===== config.mk =====
export PLATFORM = sky130hd
export DESIGN_NAME = uart_rx
export DESIGN_NICKNAME = d
export VERILOG_FILES = /design/src/rtl/uart_pkg.sv /design/src/rtl/sync_2ff.sv /design/src/rtl/uart_rx.sv
export SDC_FILE = /design/constraint.sdc
export NUM_CORES = 1
export LEC_CHECK = 0
export ABC_AREA = 1
export BUFFER_PORTS_ARGS = -buffer_cell sky130_fd_sc_hd__buf_2
export CAP_MARGIN = 30
export CORE_MARGIN = 1
export CORE_UTILIZATION = 60
export DETAILED_ROUTE_END_ITERATION = 8
export PLACE_DENSITY = 0.92
export SLEW_MARGIN = 20
export SYNTH_ARGS = -nofsm -noshare
export SYNTH_HDL_FRONTEND = slang
export SYNTH_SLANG_ARGS = --single-unit

===== constraint.sdc =====
create_clock -name clk -period 4.26 [get_ports clk]
set_input_delay 0.426 -clock clk [delete_from_list [all_inputs] [get_ports clk]]
set_output_delay 0.426 -clock clk [all_outputs]
set_load 0.01 [all_outputs]

===== src/rtl/uart_pkg.sv =====
// Shared UART constants and receiver state encoding.
// Used by the 8O1 receiver and its matching transmitter.
package uart_pkg;

  localparam int CLKS_PER_BIT = 868;
  localparam int HALF_BIT     = CLKS_PER_BIT / 2;
  localparam int DATA_BITS    = 8;

  typedef enum logic [2:0] {
    IDLE,
    START,
    DATA,
    PARITY,
    STOP
  } uart_rx_state_t;

endpackage


===== src/rtl/sync_2ff.sv =====
// Two-flop synchroniser for one asynchronous input bit.
// Ports: clk, rst (sync, active-high), d (async in), q (synchronised out).
module sync_2ff #(
  parameter logic RST_VAL = 1'b1
) (
  input  logic clk,
  input  logic rst,
  input  logic d,
  output logic q
);

  logic meta;

  always_ff @(posedge clk) begin
    if (rst) begin
      meta <= RST_VAL;
      q    <= RST_VAL;
    end else begin
      meta <= d;
      q    <= meta;
    end
  end

endmodule


===== src/rtl/uart_rx.sv =====
// 8O1 UART receiver: start validation, mid-bit sampling, parity/stop checks.
// Ports: clk, rst, rx_in -> data, valid, parity_err, frame_err, busy.
module uart_rx #(
  parameter int CLKS_PER_BIT = uart_pkg::CLKS_PER_BIT,
  parameter int HALF_BIT     = CLKS_PER_BIT / 2
) (
  input  logic       clk,
  input  logic       rst,
  input  logic       rx_in,
  output logic [7:0] data,
  output logic       valid,
  output logic       parity_err,
  output logic       frame_err,
  output logic       busy
);

  import uart_pkg::*;

  localparam int CW = $clog2(CLKS_PER_BIT);
  localparam logic [CW-1:0] BIT_END  = CW'(CLKS_PER_BIT - 1);
  localparam logic [CW-1:0] HALF_END = CW'(HALF_BIT - 1);
  localparam logic [2:0]    LAST_BIT = 3'(DATA_BITS - 1);

  uart_rx_state_t state, state_n;

  logic                 line;
  logic                 line_d;
  logic                 fall;
  logic [CW-1:0]        cnt, cnt_n;
  logic [2:0]           bit_cnt, bit_n;
  logic [DATA_BITS-1:0] shreg, shreg_n;
  logic                 par, par_n;
  logic                 done;

  sync_2ff #(.RST_VAL(1'b1)) u_sync (
    .clk (clk),
    .rst (rst),
    .d   (rx_in),
    .q   (line)
  );

  always_ff @(posedge clk) begin
    if (rst) line_d <= 1'b1;
    else     line_d <= line;
  end

  // Edge-triggered start: a line stuck low never re-arms IDLE.
  assign fall = line_d & ~line;
  assign busy = (state != IDLE);

  always_comb begin
    state_n = state;
    cnt_n   = cnt + 1'b1;
    bit_n   = bit_cnt;
    shreg_n = shreg;
    par_n   = par;
    done    = 1'b0;
    unique case (state)
      IDLE: begin
        cnt_n = '0;
        if (fall) state_n = START;
      end
      START: begin
        if (cnt == HALF_END) begin
          cnt_n   = '0;
          bit_n   = '0;
          state_n = line ? IDLE : DATA;
        end
      end
      DATA: begin
        if (cnt == BIT_END) begin
          cnt_n   = '0;
          shreg_n = {line, shreg[DATA_BITS-1:1]};
          bit_n   = bit_cnt + 1'b1;
          if (bit_cnt == LAST_BIT) state_n = PARITY;
        end
      end
      PARITY: begin
        if (cnt == BIT_END) begin
          cnt_n   = '0;
          par_n   = line;
          state_n = STOP;
        end
      end
      STOP: begin
        // Leave at mid-stop so a back-to-back start edge is seen.
        if (cnt == BIT_END) begin
          cnt_n   = '0;
          done    = 1'b1;
          state_n = IDLE;
        end
      end
      default: state_n = IDLE;
    endcase
  end

  always_ff @(posedge clk) begin
    if (rst) begin
      state      <= IDLE;
      cnt        <= '0;
      bit_cnt    <= '0;
      shreg      <= '0;
      par        <= 1'b0;
      valid      <= 1'b0;
      data       <= '0;
      parity_err <= 1'b0;
      frame_err  <= 1'b0;
    end else begin
      state   <= state_n;
      cnt     <= cnt_n;
      bit_cnt <= bit_n;
      shreg   <= shreg_n;
      par     <= par_n;
      valid   <= done;
      if (done) begin
        data       <= shreg;
        parity_err <= ~^{shreg, par};
        frame_err  <= ~line;
      end
    end
  end

endmodule


==> impl_metrics.yaml, run 1 <==
outcome:
  status: "complete, no violations"
critical_path:
  r2r_cells: 9
  slowest_delay_ns: 0.40
  cp-start-kind: "flop"
  crit_path_max_fanout: 19
  crit_arrival_ns: 2.08
  cp_common_cell: "nand3_1"
  r2r_start: "cnt[0]$_SDFF_PP0_"
  regToRegSetupSlack_ns: 2.50
  crit_buf_inv: 1
  endpoint_kind: "flop"
  path_depth: 9
  cp_cell_sequence: "ha_1 -> nand2_2 -> nor2_4 -> nand3_2 -> nor2_1 -> nand3_1 -> nand3_1 -> nand2_1 -> inv_1"
  critPathRequiredTime_ns: 4.57
  r2r-end: "parity_err$_SDFFE_PP0P_"
  crit_type: "flop to flop"
  critical-path-slowest-cell: "dfxtp_1"
  cp_top_family: "simple AND/OR/NAND/NOR gates"
drt:
  vias: 1676
  wl_per_cell_um: 10.66
  drt_iter0_drc: 107
  firstDrtPassIters: 5
  viasPerCell: 5.003
  drc: 0
  drtAntennaViolNets: 0
  routed_wirelength_um: 3571
sta:
  hold_slack_ns: 0.2447
  finalCriticalPeriod_ns: 1.764
  fmax_ghz: 0.5668
  fin_ws_ns: 2.496
  relSlewSlack_pct: 57.36
  drv_slew: 0
  finalSetupTns_ns: 0
  clock_skew_ns: 0.005647
  rsz0062_at_grt: "false"
  finalSetupViolCount: 0
  worstMarginPinSlew_ns: 0.6390
  hold_viol: 0
  fin_crit_sh_pct: 41.42
grt:
  antenna_found_initial: 0
  grt_max_degree: 25
  grt_pass1_wl_um: 6175
  grt_pass1_vias: 1481
  track_usage_pct: 23.45
  grt_overflow: 0
synth:
  synth_most_common_cell: "nand2_1"
  synth_nets: 282
  ys_ff_latch: 39
  ys_warn_count: 0
  syn_inst: 275
  yosysSeqAreaShare_pct: 39.90
  syn_avg_cell_area_um2: 7.116
  yosys_most_used_dff: "dfxtp_1"
  synth_edf_count: 0
  synth_top_cell_area_share_pct: 39.90
  synthArstFlopShare_pct: 0
  synth_common_cells: "nand2_1, inv_1, dfxtp_1"
  synth_area_leader_cell: "dfxtp_1"
  ys_types: 32
  synth_area_um2: 1957
  synthTopCellsByArea: "dfxtp_1, nand2_1, inv_1"
floorplan:
  dieArea_um2: 3494
  initial_core_util_pct: 63.58
  die_w_um: 59.11
  coreArea_um2: 3078
  rows: 20
  die_h_um: 59.11
  io-pin-count: 15
run:
  maxCapViolations: 0
clock_tree:
  cts_buffers: 5
  cts_tree: "done"
  insertion_delay_ns: 0.36
  clk_path_buf_depth: 2
  postCtsSetupBuffers: 0
  path_clk_slew_ns: 0.11
  ctsHoldBuffers: 0
  cts-htree-levels: 2
  cts_resized: 0
  root_buffer: "clkbuf_4"
  cts_sinks: 39
layout:
  nets: 297
  n_fill_cell: 280
  area_growth_pct: 8.248
  drive_gt1_share_pct: 14.09
  diodes: 0
  final_core_util_pct: 68.82
pwr:
  finalPower_mw: 0.8731
  leakagePower_nw: 0.9934
  p_per_area_nw_per_um2: 412.2
  ir_drop_uv: 260.8
min_path:
  hold_class: "primary input to flop"
  holdPathStages: 2
  min_to: "u_sync.meta$_SDFF_PP1_"
  worstHoldStart: "rx_in"
placed_design:
  place_congestion: 0.8588
  io_buffers: 14
  dpl.hpwl_um: 2603
  preCtsSetupSlack_ns: 2.543
## sequential cells by signal, indices dropped and copies added, names as in the netlist
signal and count:
shreg 8, u_sync.meta 1, parity_err 1, frame_err 1, valid 1, par 1
cnt 10, data 8, line_d 1, u_sync.q 1, bit_cnt 3, state 3
## stage by stage
step           area (um2)  cells
5_1_grt              2118    335
3_3_place_gp         2049    327
3_5_place_dp         2049    327
4_1_cts              2118    335
6_report             2118    335
2_1_floorplan        1957    275
## per-layer routing
metal	share of wire (%)	track usage, %	wire, um
met2	46	39.61	1655
met3	4.1	6.769	145
met5	0	0	0
met4	0.76	9.524	27
met1	49	27.91	1743
## placed cells by master, fill, tap and decap left out
cell,instances
a211oi_1,1
a211oi_2,1
a21oi_1,21
a31oi_1,1
buf_2,14
clkbuf_1,1
clkbuf_4,5
clkbuf_8,2
dfxtp_1,39
ha_1,4
inv_1,46
inv_2,1
nand2_1,66
nand2_2,3
nand2_4,1
nand3_1,9
nand3_2,1
nand3_4,2
nand3b_1,3
nand4_1,2
nor2_1,25
nor2_2,1
nor2_4,3
nor3_1,6
nor3_2,2
nor3_4,1
nor3b_2,1
o21ai_0,20
o21ai_1,1
o21ai_2,1
or2_2,2
xnor2_1,1
xor2_1,4
## worst max-delay path by stage
stage	startpoint	end	slack, ns
after floorplan	cnt[0]$_SDFF_PP0_	cnt[2]$_SDFF_PP0_	2.86
after global routing	cnt[0]$_SDFF_PP0_	parity_err$_SDFFE_PP0P_	2.30
after global placement	cnt[0]$_SDFF_PP0_	parity_err$_SDFFE_PP0P_	2.60
after CTS	cnt[0]$_SDFF_PP0_	parity_err$_SDFFE_PP0P_	2.50
after detailed placement	cnt[0]$_SDFF_PP0_	parity_err$_SDFFE_PP0P_	2.54
final	cnt[0]$_SDFF_PP0_	parity_err$_SDFFE_PP0P_	2.50
## report_power, final
| group | total (mW) | internal (mW) | switching, mW |
|---|---|---|---|
| logic | 0.248 | 0.0820 | 0.166 |
| clock network | 0.219 | 0.0971 | 0.122 |
| registers | 0.406 | 0.385 | 0.0209 |
## kinds of logic (layout without fill, tap and decap cells)
logic type                 count (synthesis)  count (layout)  synth area share (%)
DFF                                       39              39                 39.90
buffers and inverters                     53              69                 10.68
adders and majority gates                  4               4                 2.558
xor gates and xnor gates                   5               5                 2.238
AOI/OAI and AO/OA                         46              46                 12.53
and+or+nand+nor                          128             128                 32.10
## layout make-up
class                           instances  area [um2]  area share (%)
Clock buffer                            8       68.82           3.249
Inverter                               47       176.4           8.328
Multi-Input combinational cell        183       967.2           45.66
Sequential cell                        39       780.7           36.86
Tap cell                               44       55.05           2.599
Timing Repair Buffer                   14       70.07           3.308
Power figures use the tool's default switching activity.
==> run 2: changes to the inputs <==
CORE_UTILIZATION = 53   (was 60)
PLACE_DENSITY = 0.87   (was 0.92)
clock period = 1.5 ns   (was 4.26 ns; I/O delays follow)
==> run 2 against run 1 <==
Against the previous run:
- worst hold slack got worse by 0.21 ns
- fmax grew 22%
- global-route usage shrank 1.9 points
- routed wire length up 13%
- cell count grew 4.2%
- via count grew 3.4%
- sequential share of layout area is 2.5 points lower
- register-to-register slack lost 2.4 ns
- combinational power increased to 3.2 times the previous value
- flip-flop and latch count is the same
- sequential power rose to 2.9 times the previous value
- critical path depth rose by 1
- highest routed layer unchanged
==> impl_metrics.yaml, run 2 (synthesis gave the netlist of run 1 again) <==
clock_tree:
  path_clk_slew_ns: 0.07
  cts_buffers: 5
  ctsHoldBuffers: 0
  insertion_delay_ns: 0.30
  cts_sinks: 39
  cts-htree-levels: 2
  clk_path_buf_depth: 2
  root_buffer: "clkbuf_8"
  cts_tree: "done"
grt:
  grt_max_degree: 24
  antenna_found_initial: 0
  grt_pass1_vias: 1585
  grt_overflow: 0
  track_usage_pct: 21.57
  grt_pass1_wl_um: 6672
pwr:
  ir_drop_uv: 720.6
  finalPower_mw: 2.764
  leakagePower_nw: 1.085
  p_per_area_nw_per_um2: 1198
floorplan:
  die_h_um: 62.77
  coreArea_um2: 3442
  dieArea_um2: 3939
  die_w_um: 62.77
  rows: 21
  io-pin-count: 15
  initial_core_util_pct: 56.85
layout:
  largest_reg_flops: 10
  regArea_um2: 792.0
  fin_cells: 349
  layout_common_cells: "nand2_1, inv_1, dfxtp_1"
  final_core_util_pct: 67.03
  nets: 309
  diodes: 0
  drive_gt1_share_pct: 21.12
  n_fill_cell: 288
  reg_top3: "cnt: 10 flops, data: 8 flops, shreg: 8 flops"
  multi_input_comb_area_um2: 1013
  regMostFlops: "cnt"
  postLayoutCellArea_um2: 2307
  final_common_cell: "nand2_1"
  area_growth_pct: 17.90
placed_design:
  dp_cells: 340
  post_dp_cell_area_um2: 2135
  place_congestion: 0.9081
  dpl.hpwl_um: 2803
  preCtsSetupSlack_ns: -0.005742
  io_buffers: 14
drt:
  drtAntennaViolNets: 0
  drc: 0
  wl_per_cell_um: 11.54
  firstDrtPassIters: 4
  viasPerCell: 4.966
  routed_wirelength_um: 4029
  vias: 1733
  drt_iter0_drc: 112
critical_path:
  r2r-end: "cnt[2]$_SDFF_PP0_"
  regToRegSetupSlack_ns: 0.05
  crit_path_max_fanout: 6
  crit_start: "cnt[2]$_SDFF_PP0_"
  crit_arrival_ns: 1.64
  crit_type: "flop to flop"
  cp-start-kind: "flop"
  r2r_cells: 10
  worstSetupEndpoint: "cnt[2]$_SDFF_PP0_"
  critPathRequiredTime_ns: 1.69
  r2r_start: "cnt[2]$_SDFF_PP0_"
  endpoint_kind: "flop"
sta:
  finalSetupViolCount: 0
  clock_skew_ns: 0.006655
  relSlewSlack_pct: 76.96
  fin_ws_ns: 0.05217
  fmax_ghz: 0.6907
  hold_viol: 0
  hold_slack_ns: 0.03564
  finalCriticalPeriod_ns: 1.448
  finalSetupTns_ns: 0
  drv_slew: 0
  fin_crit_sh_pct: 96.52
  worstMarginPinSlew_ns: 0.3419
min_path:
  holdPathStages: 2
  worstHoldStart: "rx_in"
  hold_class: "primary input to flop"
outcome:
  status: "complete, no violations"
run:
  maxCapViolations: 0
run 2: changes by cell type in the layout (fill, tap and decap cells not counted), moves of 5 or more:
cell / delta
dfxtp_1: -7
buf_4: +11
dfxtp_2: +6
clkbuf_4: -5
clkbuf_8: +5
run 2: worst min-delay path by stage:
| stage | end |
|---|---|
| CTS | u_sync.meta$_SDFF_PP1_ |
| global placement | u_sync.meta$_SDFF_PP1_ |
| detailed placement | u_sync.meta$_SDFF_PP1_ |
| global route | u_sync.meta$_SDFF_PP1_ |
| finish | u_sync.meta$_SDFF_PP1_ |
| floorplan | u_sync.meta$_SDFF_PP1_ |
run 2: worst max-delay path, stage by stage, from the launching register on:
cell and delay (ns):
dfxtp_2 0.35, nor2_4 0.16, nand2_2 0.08, nor2_4 0.19, nand2_4 0.10, o21ai_4 0.10, nand3_4 0.12, nand2_4 0.11
inv_2 0.04, nand2_1 0.05, inv_1 0.04
run 2: layout make-up:
type                            instances  share of cell area [%]
Tap cell                               46                   2.495
Inverter                               47                   7.646
Multi-Input combinational cell        183                   43.93
Timing Repair Buffer                   26                   7.104
Clock buffer                            7                   4.176
Sequential cell                        39                   34.33
Clock inverter                          1                  0.3254
run 2: repair_timing:
| action | 4_1_cts | 5_1_grt |
|---|---|---|
| setup endpoints to repair | 2 | 28 |
| gates resized for setup | 2 | 16 |
| buffers inserted | 0 | 1 |
| pin swaps | 0 | 3 |
run 2: metal layers:
metal / up-vias / routed length, um / GRT usage [%]
li1: 912 / - / -
met1: 771 / 1780 / 26.19
met2: 41 / 1979 / 35.73
met3: 9 / 172 / 5.474
met4: 0 / 96 / 9.593
met5: - / 0 / 0
run 2: power by group:
| group | leakage, nW | internal, mW | total, mW | switching [mW] |
|---|---|---|---|---|
| clock network | 0.0505 | 0.418 | 0.782 | 0.364 |
| logic | 0.716 | 0.286 | 0.787 | 0.502 |
| registers | 0.319 | 1.11 | 1.19 | 0.0859 |
==> run 3: changes to the inputs <==
PLACE_DENSITY = 0.75   (was 0.87)
==> run 3 against run 2 <==
Against the previous run:
- global-route usage increased by 0.84 points
- critical path depth decreased by 1
- flip-flop and latch count unchanged
- combinational power increased by 11%
- sequential power about the same
- critical endpoint is now cnt[5]$_SDFF_PP0_
==> impl_metrics.yaml, run 3 (synthesis gave the netlist of run 1 again) <==
outcome:
  status: "complete, no violations"
sta:
  hold_viol: 0
  rsz0062_at_grt: "true"
  hold_slack_ns: 0.03613
  finalCriticalPeriod_ns: 1.446
  drv_slew: 0
  fmax_ghz: 0.6916
  finalSetupTns_ns: 0
  finalSetupViolCount: 0
  fin_ws_ns: 0.05415
  worstMarginPinSlew_ns: 0.3823
  clock_skew_ns: 0.002941
  relSlewSlack_pct: 74.24
  fin_crit_sh_pct: 96.39
min_path:
  hold_class: "primary input to flop"
placed_design:
  dp_cells: 343
  dpl.hpwl_um: 2865
  place_congestion: 0.8720
  io_buffers: 14
  preCtsSetupSlack_ns: -0.001130
drt:
  routed_wirelength_um: 3999
  drtAntennaViolNets: 0
  drc: 0
  firstDrtPassIters: 4
  viasPerCell: 4.952
  vias: 1758
  wl_per_cell_um: 11.26
  drt_iter0_drc: 92
critical_path:
  crit_path_max_fanout: 3
  cp_cell_sequence: "ha_4 -> nand2_2 -> nor2_4 -> nand2_4 -> o21ai_4 -> nand3_4 -> buf_4 -> nand2_1 -> inv_1"
  slowest_delay_ns: 0.37
  cp-start-kind: "flop"
  critical-path-slowest-cell: "dfxtp_2"
  crit_buf_inv: 2
  cp_top_family: "simple AND/OR/NAND/NOR gates"
  critPathRequiredTime_ns: 1.70
  endpoint_kind: "flop"
  crit_arrival_ns: 1.64
  crit_type: "flop to flop"
  regToRegSetupSlack_ns: 0.05
floorplan:
  coreArea_um2: 3442
  rows: 21
  initial_core_util_pct: 56.85
  io-pin-count: 15
  dieArea_um2: 3939
  die_h_um: 62.77
  die_w_um: 62.77
clock_tree:
  root_buffer: "clkbuf_8"
  path_clk_slew_ns: 0.07
  ctsHoldBuffers: 0
  cts_tree: "done"
  cts_buffers: 5
  cts_sinks: 39
  insertion_delay_ns: 0.29
  clk_path_buf_depth: 2
  cts-htree-levels: 2
grt:
  grt_overflow: 0
  grt_pass1_wl_um: 6810
  grt_max_degree: 24
  antenna_found_initial: 0
  grt_pass1_vias: 1611
  track_usage_pct: 22.41
layout:
  drive_gt1_share_pct: 23.62
  diodes: 0
  regMostFlops: "cnt"
  regArea_um2: 789.5
  layout_common_cells: "nand2_1, inv_1, dfxtp_1"
  final_common_cell: "nand2_1"
  largest_reg_flops: 10
  multi_input_comb_area_um2: 1028
  nets: 315
  final_core_util_pct: 69.07
  fin_cells: 355
  n_fill_cell: 296
  reg_top3: "cnt: 10 flops, data: 8 flops, shreg: 8 flops"
  area_growth_pct: 21.48
pwr:
  p_per_area_nw_per_um2: 1189
  leakagePower_nw: 1.146
  ir_drop_uv: 845.4
run:
  maxCapViolations: 0
run 3: cell types whose count changed in the layout (fill, tap and decap cells not counted), sizes merged:
cell,before,now
clkinvlp,1,0
buf,26,32
clkbuf,7,8
run 3: final timing paths:
path | end | start | cells after the start
worst max-delay path | cnt[5]$_SDFF_PP0_ | cnt[0]$_SDFF_PP0_ | 9
worst min-delay path | u_sync.meta$_SDFF_PP1_ | rx_in | 2
worst max register to register | cnt[5]$_SDFF_PP0_ | cnt[0]$_SDFF_PP0_ | 9
worst min register to register | u_sync.q$_SDFF_PP1_ | u_sync.meta$_SDFF_PP1_ | 1
run 3: layout make-up:
class / instances / area share, %
multi-input cells: 183 / 43.26
inverters: 47 / 7.421
clock buffers: 8 / 4.211
repair buffers: 32 / 9.474
well taps: 46 / 2.421
flip-flops and latches: 39 / 33.21
run 3: power by group:
part	internal [mW]	switching [mW]
clock	0.419	0.352
combinational	0.347	0.528
sequential	1.10	0.0798
total	1.87	0.960
run 3: per-stage QoR:
| step | cell area [um2] | power (mW) |
|---|---|---|
| floorplan | 1957 | 1.738 |
| global placement | 2170 | 1.887 |
| detailed placement | 2170 | 1.911 |
| CTS | 2271 | 2.689 |
| global route | 2377 | 3.012 |
| finish | 2377 | 2.828 |
run 3: routing by layer:
metal	vias up	global-route usage, %	wire [um]
met5	-	0	0
met4	0	13.37	92
met3	9	5.657	132
met2	40	34.24	1812
met1	780	28.34	1962
li1	929	-	-
run 3: timing repair:
action | 4_1_cts | 5_1_grt
resized for setup | 1 | 27
pin swaps | 0 | 7
endpoints found under the setup margin | 3 | 31
buffers inserted | 0 | 4
hold endpoints to repair | 0 | 0
